===== config.mk =====
export PLATFORM = sky130hd
export DESIGN_NAME = text_buffer
export DESIGN_NICKNAME = d
export VERILOG_FILES = /design/src/rtl/text_buffer.sv
export SDC_FILE = /design/constraint.sdc
export NUM_CORES = 2
export LEC_CHECK = 0
export CAP_MARGIN = 40
export CORE_ASPECT_RATIO = 1.5
export CORE_UTILIZATION = 50
export DETAILED_ROUTE_END_ITERATION = 16
export PLACE_DENSITY = 0.65
export SYNTH_ARGS = -nofsm -noshare
export SYNTH_HDL_FRONTEND = slang
export SYNTH_SLANG_ARGS = --single-unit

===== constraint.sdc =====
create_clock -name clk -period 18.5 [get_ports clk]
set_clock_uncertainty 0.2 [all_clocks]
set_input_delay 3.7 -clock clk [delete_from_list [all_inputs] [get_ports clk]]
set_output_delay 3.7 -clock clk [all_outputs]
set_load 0.05 [all_outputs]

===== src/rtl/text_buffer.sv =====
// Character-code store for the 16x16 VGA text box: a 256 x 7-bit RAM with a
// registered read port and a byte-stream write side that maintains a cursor.
module text_buffer #(
    parameter logic [6:0] CLEAR_CHAR = 7'h20
) (
    input  logic       clk,
    input  logic       rst,
    input  logic [7:0] char_xy,
    output logic [6:0] char_code,
    input  logic       wr_valid,
    input  logic [7:0] wr_data,
    output logic       wr_ready,
    output logic [3:0] cursor_x,
    output logic [3:0] cursor_y,
    output logic       busy
);

    typedef enum logic [0:0] {
        ST_CLEAR = 1'b0,
        ST_IDLE  = 1'b1
    } state_t;

    state_t     state_q, state_d;
    logic [7:0] clr_addr_q, clr_addr_d;
    logic [7:0] cur_q, cur_d;
    logic       wr_ready_q, wr_ready_d;
    logic       busy_q, busy_d;
    logic [6:0] char_code_q;

    logic       accept_s;
    logic       we_s;
    logic [7:0] waddr_s;
    logic [6:0] wdata_s;

    logic [6:0] mem [256];

    function automatic logic is_printable(input logic [7:0] b);
        return (b >= 8'h20) && (b <= 8'h7E);
    endfunction

    assign accept_s = wr_valid && wr_ready_q;

    // Next-state, cursor and RAM write-port selection.
    always_comb begin
        state_d    = state_q;
        clr_addr_d = clr_addr_q;
        cur_d      = cur_q;
        we_s       = 1'b0;
        waddr_s    = cur_q;
        wdata_s    = CLEAR_CHAR;
        case (state_q)
            ST_CLEAR: begin
                we_s       = 1'b1;
                waddr_s    = clr_addr_q;
                wdata_s    = CLEAR_CHAR;
                cur_d      = 8'h00;
                clr_addr_d = clr_addr_q + 8'd1;
                if (clr_addr_q == 8'hFF) begin
                    state_d = ST_IDLE;
                end else begin
                    state_d = ST_CLEAR;
                end
            end
            ST_IDLE: begin
                if (!accept_s) begin
                    state_d = ST_IDLE;
                end else if (is_printable(wr_data)) begin
                    we_s    = 1'b1;
                    waddr_s = cur_q;
                    wdata_s = wr_data[6:0];
                    cur_d   = cur_q + 8'd1;
                end else begin
                    case (wr_data)
                        8'h0A: cur_d = {cur_q[7:4] + 4'd1, 4'd0};
                        8'h08: begin
                            // Backspace never wraps backwards past the origin.
                            if (cur_q != 8'h00) begin
                                cur_d   = cur_q - 8'd1;
                                we_s    = 1'b1;
                                waddr_s = cur_q - 8'd1;
                                wdata_s = CLEAR_CHAR;
                            end else begin
                                cur_d = cur_q;
                            end
                        end
                        8'h0C: begin
                            state_d    = ST_CLEAR;
                            clr_addr_d = 8'h00;
                            cur_d      = 8'h00;
                        end
                        default: cur_d = cur_q;
                    endcase
                end
            end
            default: begin
                state_d    = ST_CLEAR;
                clr_addr_d = 8'h00;
                cur_d      = 8'h00;
            end
        endcase
        wr_ready_d = (state_d == ST_IDLE);
        busy_d     = (state_d == ST_CLEAR);
    end

    // Control state, cursor, handshake outputs and registered read data.
    always_ff @(posedge clk) begin
        if (rst) begin
            state_q     <= ST_CLEAR;
            clr_addr_q  <= 8'h00;
            cur_q       <= 8'h00;
            wr_ready_q  <= 1'b0;
            busy_q      <= 1'b1;
            char_code_q <= 7'h00;
        end else begin
            state_q     <= state_d;
            clr_addr_q  <= clr_addr_d;
            cur_q       <= cur_d;
            wr_ready_q  <= wr_ready_d;
            busy_q      <= busy_d;
            char_code_q <= mem[char_xy];
        end
    end

    // Character RAM write port; contents are deliberately not reset.
    always_ff @(posedge clk) begin
        if (we_s) begin
            mem[waddr_s] <= wdata_s;
        end
    end

    assign char_code = char_code_q;
    assign wr_ready  = wr_ready_q;
    assign busy      = busy_q;
    assign cursor_x  = cur_q[3:0];
    assign cursor_y  = cur_q[7:4];

endmodule


==> impl_metrics.csv <==
group,metric,value,unit
timing,hold_violations,0,
place,dp_slack,9.82,ns
power_and_ir_drop,p_total,8.14,mW
place,numPlacedInstances,5595,
run_status,status,"completed",
logic_synthesis,synth_fa_ha_area_share,0.122,%
drt,dr.pass1.iters,5,
place,numPortBuffers,35,
timing,setup_viol,0,
logic_synthesis,synth.most_common_cell,"edfxtp_1",
logic_synthesis,yosysSeqAreaShare,75.6,%
place,finalWeightedCongestion,0.892,
logic_synthesis,synth-edff-count,1792,
drt,vias_per_cell,6.35,
clock_network,post_cts_buffers,0,
critical_path,required,18.91,ns
clock_network,clk_latency,0.79,ns
finish,layout-drive-gt1-share,17.7,%
drt,drc_errors,0,
power_and_ir_drop,power_density,102,nW/µm²
clock_network,clkTransAtPathRegs,0.06,ns
drt,drtIter0Drc,4270,
clock_network,cts_tree,"yes",
logic_synthesis,syn-instance-count,3804,
logic_synthesis,ys_ff_latch,1817,
critical_path,end_kind,"flip-flop",
floorplanning,die-height,466,µm
logic_synthesis,syn_nets,3830,
drt,post_drt_wl_per_cell,32.2,µm
critical_path,crit_path_end,"char_code[2]",
floorplanning,start_util,50.3,%
hold_path,holdCritPathClass,"flip-flop to flip-flop",
logic_synthesis,synth_largest_area_cell,"edfxtp_1",
logic_synthesis,yosys-mux-area-fraction,14.0,%
clock_network,cts-buffers-inserted,162,
clock_network,clock_sinks,1817,
finish,num-fill-cells,10700,
floorplanning,rows,170,
finish,fin_nets,3893,
timing,fin_crit_sh,42.7,%
power_and_ir_drop,leakagePower,28.8,nW
timing,rsz0062_at_grt,"false",
critical_path,r2r-start,"cur_q[0]",
logic_synthesis,ys_warn_count,0,
critical_path,r2r_cells,9,
critical_path,criticalPathCategory,"input port to flip-flop",
global_routing,antenna_found_initial,5,
logic_synthesis,avgSynthCellArea,18.9,µm²
clock_network,htree_levels,4,
job,cap_violations,0,
clock_network,clockBufferDepth,3,
finish,area_growth,11.5,%
critical_path,crit_start,"char_xy[0]",
floorplanning,io_pins,36,
clock_network,cts_hold_buf,0,
timing,worst_pin_slew,1.15,ns
logic_synthesis,syn_area,71900,µm²
global_routing,grt_max_degree,209,
critical_path,start_kind,"input port",
global_routing,grt_usage,26.3,%
timing,timing.fmax,0.127,GHz
timing,fin_ws,10.61,ns
clock_network,root_buffer,"clkbuf_16",
logic_synthesis,synth_top_cells_by_count,"edfxtp_1, nor2_1, mux4_2, mux2i_1, nand2_1",
logic_synthesis,synthXorXnorAreaFrac,0.0853,%
global_routing,grt_pass1_wl,272000,µm
logic_synthesis,async_reset_ff_share,0,%
critical_path,arrival,8.30,ns
logic_synthesis,synth_compound_area_share,4.16,%
place,dp_hpwl,117000,µm
logic_synthesis,synthTopCellsByArea,"edfxtp_1, mux4_2, mux2i_1",
drt,routed_wl,189000,µm
critical_path,path_max_fanout,95,
floorplanning,die_x,312,µm
floorplanning,design.core.area,143000,µm²
drt,routed-via-count,37400,
timing,slew_headroom,23.3,%
floorplanning,dieArea,145000,µm²
logic_synthesis,synth.distinct_cells,75,
critical_path,rrSetupSlack,13.65,ns
hold_path,holdPathStages,2,
power_and_ir_drop,peakVddDrop,0.104,mV
global_routing,grt_overflow_total,0,
logic_synthesis,yosys.area_share.simple,4.44,%
logic_synthesis,synth_top_area_share,74.9,%
finish,fin_cells,5891,
timing,finalSetupTns,0,ns
clock_network,cts.repair.resized,0,
timing,post-route-min-period,7.89,ns
logic_synthesis,synth_top_family_by_area,"multiplexers",
drt,ant_nets,0,
logic_synthesis,ys.flop_type,"edfxtp_1",
timing,finalMaxSlewViolations,0,
global_routing,grt_pass1_vias,37900,
critical_path,r2r_end,"mem[9][0]",
[placed cells by master (no fill, tap or decap), drive strengths merged, types with 6 or more instances in the layout]
cell type,count
clkinv,66
nor2,334
a211oi,40
nor2b,8
and3,11
nand2,119
clkdlybuf4s50,31
a31oi,20
ha,7
mux4,320
or3,9
nand2b,6
a21oi,74
nand3b,6
clkinvlp,14
nor4,26
o221ai,72
bufinv,16
o21a,6
and2,10
or4,12
a21o,6
dfxtp,25
o22ai,72
a22oi,39
mux2i,282
nand4,17
o31ai,11
buf,101
nor3,64
inv,15
edfxtp,1792
o21ai,41
clkbuf,197
a2111oi,6
nand3,54
[final cells by class]
type	instances	area (µm²)	area share (%)
sequential	1817	54300	67.8
multi-input combinational	1741	16500	20.5
clock buffer	197	4360	5.43
tap	1892	2370	2.95
timing repair buffer	132	1660	2.07
clock inverter	98	953	1.19
inverter	13	51.3	0.0640
antenna	1	2.50	0.00312
[per-layer routing]
| layer | GRT usage [%] | up-vias | routed length (µm) |
|---|---|---|---|
| li1 | - | 15700 | - |
| met1 | 33.1 | 19500 | 68700 |
| met2 | 44.9 | 1841 | 97100 |
| met3 | 4.55 | 384 | 14900 |
| met4 | 11.2 | 2 | 8740 |
| met5 | 0 | - | 13 |
[through the flow]
step / hold WS (ns) / util (%) / instance area [µm²]
after global placement: 0.294 / 51.9 / 74100
after global routing: 0.348 / 56.1 / 80200
after CTS: 0.310 / 56.1 / 80200
after detailed placement: 0.298 / 52.4 / 74800
final: 0.321 / 56.1 / 80200
after floorplan: 0.266 / - / 71900
[worst max-delay path: stages]
cell and delay (ns):
buf_8 0.58, buf_12 0.61, buf_4 0.76, mux2i_1 0.23, o221ai_1 0.28, a211oi_1 0.14
nor4_1 0.80, nand2_1 0.39, o22ai_1 0.58
[flip-flops by register name (all words and copies together), names as in the netlist]
name	count
mem	1792
cur_q	8
clr_addr_q	8
char_code	7
busy	1
wr_ready	1
[how the worst min path moves through the flow]
stage	end	from	slack (ns)
after global routing	clr_addr_q[0]	clr_addr_q[0]	0.35
after global placement	clr_addr_q[5]	clr_addr_q[5]	0.29
after floorplan	clr_addr_q[5]	clr_addr_q[5]	0.27
after detailed placement	clr_addr_q[5]	clr_addr_q[5]	0.30
after CTS	clr_addr_q[5]	clr_addr_q[5]	0.31
final	clr_addr_q[7]	clr_addr_q[7]	0.32
[report_power, final]
part / leakage, nW / internal, mW / switching (mW)
Sequential: 20.2 / 4.46 / 0.00352
Clock: 2.57 / 1.91 / 1.48
Combinational: 6.01 / 0.0971 / 0.200
[kinds of logic (layout without fill, tap and decap cells)]
family / count (synthesis) / in the layout
buffers and inverters: 246 / 440
and+or+nand+nor: 697 / 697
AOI/OAI and AO/OA: 428 / 428
xor gates and xnor gates: 7 / 7
adders and majority gates: 7 / 7
DFF: 1817 / 1817
other: 0 / 1
muxes: 602 / 602
Note: power is estimated with default switching activity, not from simulation.
